[config.mk]
export PLATFORM = sky130hd
export DESIGN_NAME = fifo_stream_ctrl
export DESIGN_NICKNAME = d
export VERILOG_FILES = /design/src/rtl/fifo_stream_ctrl.sv
export SDC_FILE = /design/constraint.sdc
export NUM_CORES = 1
export LEC_CHECK = 0
export CAP_MARGIN = 20
export CORE_MARGIN = 2
export CORE_UTILIZATION = 27
export DETAILED_ROUTE_END_ITERATION = 6
export GPL_TIMING_DRIVEN = 1
export HOLD_SLACK_MARGIN = 0.06
export PLACE_DENSITY = 0.74
export SYNTH_ARGS = -nofsm -noshare
export SYNTH_HDL_FRONTEND = slang
export SYNTH_SLANG_ARGS = --single-unit
[constraint.sdc]
create_clock -name clk -period 1.2 [get_ports clk]
set_input_delay 0.18 -clock clk [delete_from_list [all_inputs] [get_ports clk]]
set_output_delay 0.18 -clock clk [all_outputs]
set_load 0.05 [all_outputs]
[src/rtl/fifo_stream_ctrl.sv]
// fifo_stream_ctrl: round-robin two-source FIFO writer and FIFO-to-transmitter drain sequencer
//   src0/src1 req/data/ack : byte producers, acked in the cycle their byte is written
//   fifo_we/wdata/full     : FIFO write port
//   fifo_re/rdata/empty    : FIFO read port, rdata valid only while re=1 and not empty
//   drain_en               : permits new transmit frames
//   tx_start/data/busy/done: transmitter handshake
//   busy                   : read sequencer is mid-frame
module fifo_stream_ctrl #(
  parameter int DATA_WIDTH = 8
) (
  input  logic                  clk,
  input  logic                  rst,
  input  logic                  src0_req,
  input  logic [DATA_WIDTH-1:0] src0_data,
  output logic                  src0_ack,
  input  logic                  src1_req,
  input  logic [DATA_WIDTH-1:0] src1_data,
  output logic                  src1_ack,
  output logic                  fifo_we,
  output logic [DATA_WIDTH-1:0] fifo_wdata,
  input  logic                  fifo_full,
  output logic                  fifo_re,
  input  logic [DATA_WIDTH-1:0] fifo_rdata,
  input  logic                  fifo_empty,
  input  logic                  drain_en,
  output logic                  tx_start,
  output logic [DATA_WIDTH-1:0] tx_data,
  input  logic                  tx_busy,
  input  logic                  tx_done,
  output logic                  busy
);
  typedef enum logic [1:0] {IDLE, START, WAIT} state_t;
  state_t state, state_nxt;
  logic last_grant, grant1, wr_go, pop;
  // Only the outputs are gated by rst; the flops are already held by the async clear.
  always_comb begin
    grant1     = src1_req & (~src0_req | ~last_grant);
    wr_go      = ~fifo_full & (src0_req | src1_req);
    fifo_we    = rst & wr_go;
    src0_ack   = fifo_we & ~grant1;
    src1_ack   = fifo_we & grant1;
    fifo_wdata = fifo_we ? (grant1 ? src1_data : src0_data) : '0;
    pop        = (state == IDLE) & drain_en & ~fifo_empty & ~tx_busy;
    fifo_re    = rst & pop;
    busy       = state != IDLE;
    state_nxt  = pop ? START : (state == START) ? WAIT : (state == WAIT && tx_done) ? IDLE : state;
  end
  always_ff @(posedge clk or negedge rst) begin
    if (!rst) begin
      state      <= IDLE;
      last_grant <= 1'b1;
      tx_start   <= 1'b0;
      tx_data    <= '0;
    end else begin
      state    <= state_nxt;
      tx_start <= pop;
      if (wr_go) last_grant <= grant1;
      if (pop) tx_data <= fifo_rdata;
    end
  end
endmodule
# Yosys cells after proc, flatten, opt, wreduce, memory -nomap -nowiden
# Index checks and enable logic that the tools add are counted.
dict set report op_classes {
  mux 5
  eq_ne 2
  bitwise 17
  reduce_logical 4
}
# operator n
set op_table {}
lappend op_table {{two-way mux 8 bit} 2}
lappend op_table {{AND 1 bit} 9}
lappend op_table {{two-way mux 2 bit} 3}
lappend op_table {{NOT 1 bit} 6}
lappend op_table {{nonzero test 3 bit} 1}
lappend op_table {{== test 2 x 1 -> 1 bit (second input constant)} 1}
lappend op_table {{== test 2 bit (second input constant)} 1}
lappend op_table {{zero test 2 bit} 1}
lappend op_table {{bitwise OR 1 bit} 2}
lappend op_table {{nonzero test 2 bit} 1}
lappend op_table {{logical AND 1 bit} 1}
dict set report word_totals {
  ff_bits 12
  elab_cells 32
}

# Longest topological paths before layout
# Gate-level depths: netlist of run 1.
dict set report depth {
  word_depth 5
  mapped_depth 4
  mapped_depth_nobuf 3
}

# Worst setup path before layout of run 1
# OpenSTA, ideal clock, no wires.
dict set report synth_timing {
  kind {reg-to-output}
  from {register last_grant}
  to {output fifo_wdata[0]}
  required_time_ns 1.020
  n_path_buf 1
  arrival_time_ns 1.565
  stages_incl_launch_ff 5
  slack_ns -0.545
  path_cell_list {dfstp_2 -> nand2b_1 -> and3_1 -> buf_2 -> a22o_1}
}
dict set report synth_via {
  elab_chain_cells 5
}
# item line
set synth_lines {}
lappend synth_lines {{from (decl)} 34} ;# logic last_grant, grant1, wr_go, pop;
lappend synth_lines {{from (signal assigned)} 57} ;# if (wr_go) last_grant <= grant1;
lappend synth_lines {{NOT 1 bit} 37} ;# grant1 = src1_req & (~src0_req | ~last_grant);
lappend synth_lines {{bitwise OR 1 bit} 37}
lappend synth_lines {{AND 1 bit} 37}
lappend synth_lines {{two-way mux 8 bit (2 in a row)} 42} ;# fifo_wdata = fifo_we ? (grant1 ? src1_data : src0_data) : '0;
lappend synth_lines {{to (decl)} 20} ;# output logic [DATA_WIDTH-1:0] fifo_wdata,
# Every way passes these cells.

# Final worst setup path of run 1
dict set report layout_timing {
  from {register last_grant}
  to {output fifo_wdata[5]}
}
# Same word-level chain as after synthesis.

==> results of run 1 <==
-- final cells by class --
cell class                      instances  share of cell area (%)
Multi-Input combinational cell         34                    26.2
Inverter                                3                   0.651
Timing Repair Buffer                   68                    51.6
Sequential cell                        12                    17.4
Clock buffer                            4                    2.10
Tap cell                               28                    2.03
-- logic make-up (layout without fill, tap and decap cells) --
family | after synthesis | after routing | synth area share (%)
DFF | 12 | 12 | 48.6
and+or+nand+nor | 11 | 14 | 13.3
muxes | 8 | 8 | 19.4
AOI/OAI and AO/OA | 12 | 12 | 15.3
buffers and inverters | 5 | 75 | 3.43
-- final timing paths --
path,startpoint,end,slack [ps]
worst min register to register,last_grant,last_grant,540
max in group asynchronous,rst,state[0],230
min in group clk,fifo_full,last_grant,260
worst min-delay path,rst,last_grant,60
worst max-delay path,last_grant,fifo_wdata[5],-480
worst max register to register,state[0],tx_data[6],-210
-- timing repair --
item,CTS,global route
endpoints found under the hold margin,11,0
setup buffers,6,3
pin swaps,4,2
gates resized for setup,21,3
setup endpoints to repair,21,23
gates cloned,2,1
hold buffers,1,0
-- flip-flops by register name, indices dropped and copies added, names as in the netlist --
signal      flops
tx_data         8
tx_start        1
state           2
last_grant      1
-- power by group --
part           leakage [nW]  switching [W]  internal, W
Sequential            0.146       0.000112     0.000504
Combinational         0.638       0.000577     0.000707
Clock                0.0210       0.000148     0.000185
-- metal layers --
| layer | part of all wire [%] | global-route usage [%] | vias to the layer above |
|---|---|---|---|
| met3 | 11 | 5.46 | 4 |
| met5 | 0 | 0 | - |
| met2 | 55 | 32.5 | 45 |
| met1 | 33 | 19.1 | 338 |
| li1 | - | - | 325 |
| met4 | 1.3 | 6.58 | 0 |
-- per-stage QoR --
step	instance area [um2]	hold WS (ps)	TNS, ps	setup slack, ps
after floorplan	729	-116	-1840	-159
after global placement	1520	498	-8900	-482
after detailed placement	1520	508	-9370	-516
after CTS	1700	80.8	-6790	-455
after global routing	1730	84.1	-7550	-515
final	1730	58.8	-6590	-476
-- critical path: cells and delay by family, from the launching register on --
kind	cells	cell delay, ps
flip-flops	1	550
AND/OR/NAND/NOR	2	280
AO/OA/AOI/OAI	1	230
buffers and inverters	1	150
-- cells in the final DEF (no fill, tap or decap), drive strengths merged --
cell type       n
clkdlybuf4s15   2
a22o            8
nand2           5
a21o            1
nor2b           1
dfrtp          11
clkbuf          4
or2             1
nor4            1
mux2            8
buf            35
clkdlybuf4s50  28
dlygate4sd2     2
nand2b          1
dlygate4sd3     1
and3            5
dfstp           1
o21ai           2
o21a            1
inv             3
==> results.md, run 1 <==
* I/O Pins at 55
* Grt total ovfl at 0
* Final hold vios at 0
* YS warnings at 0
* Slowest cell on crit path: dfstp_2
* DIE WIDTH at 51.9 um
* PwrDens at 1290 mW/mm2
* Register area share after synthesis at 48.6%
* Final setup vio count at 21
* First-pass GRT wire length at 3.54 mm
* TritonCTS clock tree: yes
* Proportion of layout cells with a drive suffix above 1 at 57.0%
* Dominant cell type by area after synthesis: dfrtp_1
* Utilization after layout at 78.9%
* Total GRT Usage at roughly 18%
* DR pass1 iterations at 1
* Status: complete, but fails checks
* Post-synth top cells: 11 x dfrtp_1, 8 x a22o_1, 8 x mux2_4, 3 x inv_1, 3 x nand2_1
* Critical Path Sink Type: output port
* Wire per inst at 16.0 um
* H-tree levels at 1
* HPWL Detailed at 1.59 mm
* Clock buffer depth at 2
* Number of diodes at 0
* Worst Tran Pin Value at ~500 ps
* Vias at between 700 and 800
* Max-slew violations at 0
* Core area at 0.00219 mm2
* Row count at 17
* Gpl congestion at 0.620
* Area contributors post-synth: dfrtp_1 44%, mux2_4 19%, a22o_1 11%
* Slew HR at 66.7%
* Vias per cell at ~4.8
* Die Footprint at 0.00270 mm2
* Routed Antenna Nets at 0
* Final Power at approximately 0.0022 W
* Most frequent cell after synthesis: dfrtp_1
* Prevailing post-synth register cell: dfrtp_1
* Crit Path Max Fanout at 5
* Max Cap Viol at 0
* Antenna violations before repair at 0
* Fin crit share at 140%
* Kind of critical path: register to output port
* Unique masters post-synth at 17
* Total Nets Final at 155
* Initial Util at 28.3%
* Setup repair after global routing missed its margin: yes
* Layout Skew at 4.71 ps
* Ys async rst share at 100%
* CTS Buf Count at 3
* Post-Synthesis Net Count at a little over 80
* Vias in the first global route at around 760
* Failing checks: setup timing
* Startpoint types: register
* Yosys reg bits at 12
* Worst skew pair latency at 280 ps
* 1st-iter DRT viols at 0
* PnR worst setup slack at -476 ps
* Largest net degree at the start of global routing at 12
* Cells after Synth at between 40 and 50
* Hold Crit Class: primary input to async pin
* Static leakage at approximately 0.80 nW
* Worst r2r path cells at 4
* Max Fclk at 597 MHz
* Syn-to-layout area delta at 179%
* Routed WL at 2.38 mm
* WP data arrival at 1500 ps
* Crit-path cells: nand2_1, and3_4, a22o_4, buf_12
* Syn avg cell area at 12.9 um2
* Clock sinks at 12
* DRC at 0
* Post-synth top area share at 44.4%
* Worst path max stage delay at 550 ps
* CP Data Required Time at 1020 ps
* Peak VDD IR at 1.18 mV
* EDFF count, synth at 0
* Synth Cell Area at 621 um2
* Chip height at 51.9 um
* Port bufs at 54
* Tmin final at 1680 ps
* Final cell count without fillers at 149
* Worst-path clk slew at 80 ps
* Placed Cells at 134
* CTS root buf: clkbuf_4
* Area of the multi-input gates at 453 um2
* Register Area at 302 um2
* Number of fill cells in the layout at 122
Power figures use the tool's default switching activity.
==> run 2, diff against run 1 <==
--- a/config.mk
+++ b/config.mk
@@ -5,8 +5,6 @@
 export SDC_FILE = /design/constraint.sdc
 export NUM_CORES = 1
 export LEC_CHECK = 0
-export CAP_MARGIN = 20
-export CORE_MARGIN = 2
 export CORE_UTILIZATION = 27
 export DETAILED_ROUTE_END_ITERATION = 6
 export GPL_TIMING_DRIVEN = 1
==> results.md, run 2 (synthesis results as in run 1) <==
* Slew HR at 68.7% (+2.0 points)
* Port bufs at 54 (unchanged)
* CTS root buf: clkbuf_4
* Final setup vio count at 20 (-4.8%)
* TritonCTS clock tree: yes
* Total Nets Final at 151 (-2.6%)
* Top reg by flops: tx_data
* Worst Hold Slack at 94.4 ps (+35.6 ps)
* Total GRT Usage at 19.9% (+2.0 points)
* I/O Pins at 55 (unchanged)
* Commonest non-fill, non-tap cell in the layout: clkdlybuf4s50_1
* Fin crit share at 138% (-1.2 points)
* Vias in the first global route at 764 (+0.79%)
* Pre-CTS WS at -498 ps (+18.0 ps)
* Post-route cell area at 0.00168 mm2 (-3.0%)
* DIE WIDTH at 49.9 um (-3.9%)
* Kind of critical path: register to output port
* Startpoint types: register
* Clock buffer depth at 2 (unchanged)
* Syn-to-layout area delta at 170%
* Wire per inst at 15.0 um (-5.9%)
* Antenna violations before repair at 0 (unchanged)
* Worst Tran Pin Value at 469 ps (-30.0 ps)
* Most frequent cells in the layout: 28 x clkdlybuf4s50_1, 21 x buf_12, 11 x dfrtp_1
* Hold Crit Class: primary input to async pin
* Chip height at 49.9 um (-3.9%)
* Worst-path clk slew at 70 ps (about the same)
* Failing checks: setup timing
* Vias per cell at 4.69 (-1.9%)
* Vias at 675 (-5.2%)
* Die Footprint at 0.00249 mm2 (-7.6%)
* Setup repair after global routing missed its margin: yes
* Largest register FFs at 8 (unchanged)
* Grt total ovfl at 0 (unchanged)
* Largest registers: tx_data: 8 flops, state: 2 flops
* H-tree levels at 1 (unchanged)
* Utilization after layout at 81.3% (+2.4 points)
* Proportion of layout cells with a drive suffix above 1 at 56.4% (-0.61 points)
* Max Cap Viol at 0 (unchanged)
* Final hold vios at 0 (unchanged)
* Max-slew violations at 0 (unchanged)
* HPWL Detailed at 1.57 mm (-1.3%)
* PnR worst setup slack at -462 ps (+14.6 ps)
* CTS Buf Count at 3 (unchanged)
* Core area at 0.00206 mm2 (-5.9%)
* Largest net degree at the start of global routing at 12 (unchanged)
* Max Fclk at 602 MHz (+0.88%)
* Peak VDD IR at 1.20 mV (+1.8%)
* DR pass1 iterations at 1 (unchanged)
* Status: complete, but fails checks
* First-pass GRT wire length at 3.66 mm (+3.3%)
* 1st-iter DRT viols at 0 (unchanged)
* Row count at 16 (-1)
* PwrDens at 1310 mW/mm2 (+1.2%)
* DRC at 0 (unchanged)
* Routed WL at 2.17 mm (-9.1%)
* Worst skew pair latency at 270 ps (about the same)
* Clock sinks at 12 (unchanged)
* Static leakage at 0.783 nW (-2.7%)
* Placement Cell Area at 0.00151 mm2 (-0.58%)
* Crit Path Max Fanout at 5 (unchanged)
* Gpl congestion at 0.732 (+18%)
* Layout Skew at 5.81 ps (+1.09 ps)
* Tmin final at 1660 ps (-14.6 ps)
* CP Data Required Time at 1020 ps (about the same)
* WP data arrival at 1480 ps (-20 ps)
* Routed Antenna Nets at 0 (unchanged)
* Critical Path Sink Type: output port
* R2R setup slack at -170 ps (+40 ps)
* Initial Util at 30.1% (+1.8 points)
* Number of diodes at 0 (unchanged)
## run 2: where the power goes
group | internal, W | switching, W | leakage, nW
registers | 0.000504 | 0.000112 | 0.146
logic | 0.000693 | 0.000564 | 0.616
clock network | 0.000184 | 0.000134 | 0.0210
total | 0.00138 | 0.000810 | 0.783
## run 2: path summary, 6_finish.rpt
kind,to,start,cells after the start
worst max register to register,tx_data[4],state[1],4
max in group asynchronous,tx_start,rst,3
worst min register to register,last_grant,last_grant,2
min in group clk,last_grant,fifo_full,2
worst min-delay path,last_grant,rst,2
worst max-delay path,fifo_wdata[5],last_grant,4
## run 2: per-layer routing
metal / vias up / track usage, % / routed length [um]
met2: 47 / 34.5 / 1060
met3: 0 / 6.79 / 214
li1: 315 / - / -
met1: 313 / 22.8 / 889
met4: 0 / 6.19 / 0
met5: - / 0 / 0
## run 2: layout make-up
type                    instances  area (um2)
clock buffers                   4        36.3
well taps                      27        33.8
flip-flops and latches         12         302
repair buffers                 65         858
fillers                       118         385
multi-input cells              33         435
inverters                       3        11.3
## run 2: per-stage QoR
step,TNS (ps),cells,power (W)
2_1_floorplan,-1840,48,0.00116
4_1_cts,-6110,144,0.00220
3_5_place_dp,-9060,132,0.00181
5_1_grt,-7300,144,0.00229
3_3_place_gp,-8570,132,0.00179
6_report,-6070,144,0.00219
## run 2: critical path, cell delays in order (launching register included)
cell and delay [ps]:
dfstp_2 560, nand2b_4 130, and3_4 230, a22o_4 160, buf_12 130
## run 2: timing repair
| item | in CTS | in global routing |
|---|---|---|
| gates resized for setup | 18 | 6 |
| cloned | 2 | 0 |
| endpoints found under the setup margin | 21 | 23 |
| endpoints found under the hold margin | 11 | 0 |
| hold buffers | 1 | 0 |
| pin swaps | 3 | 1 |
| setup buffers | 5 | 0 |
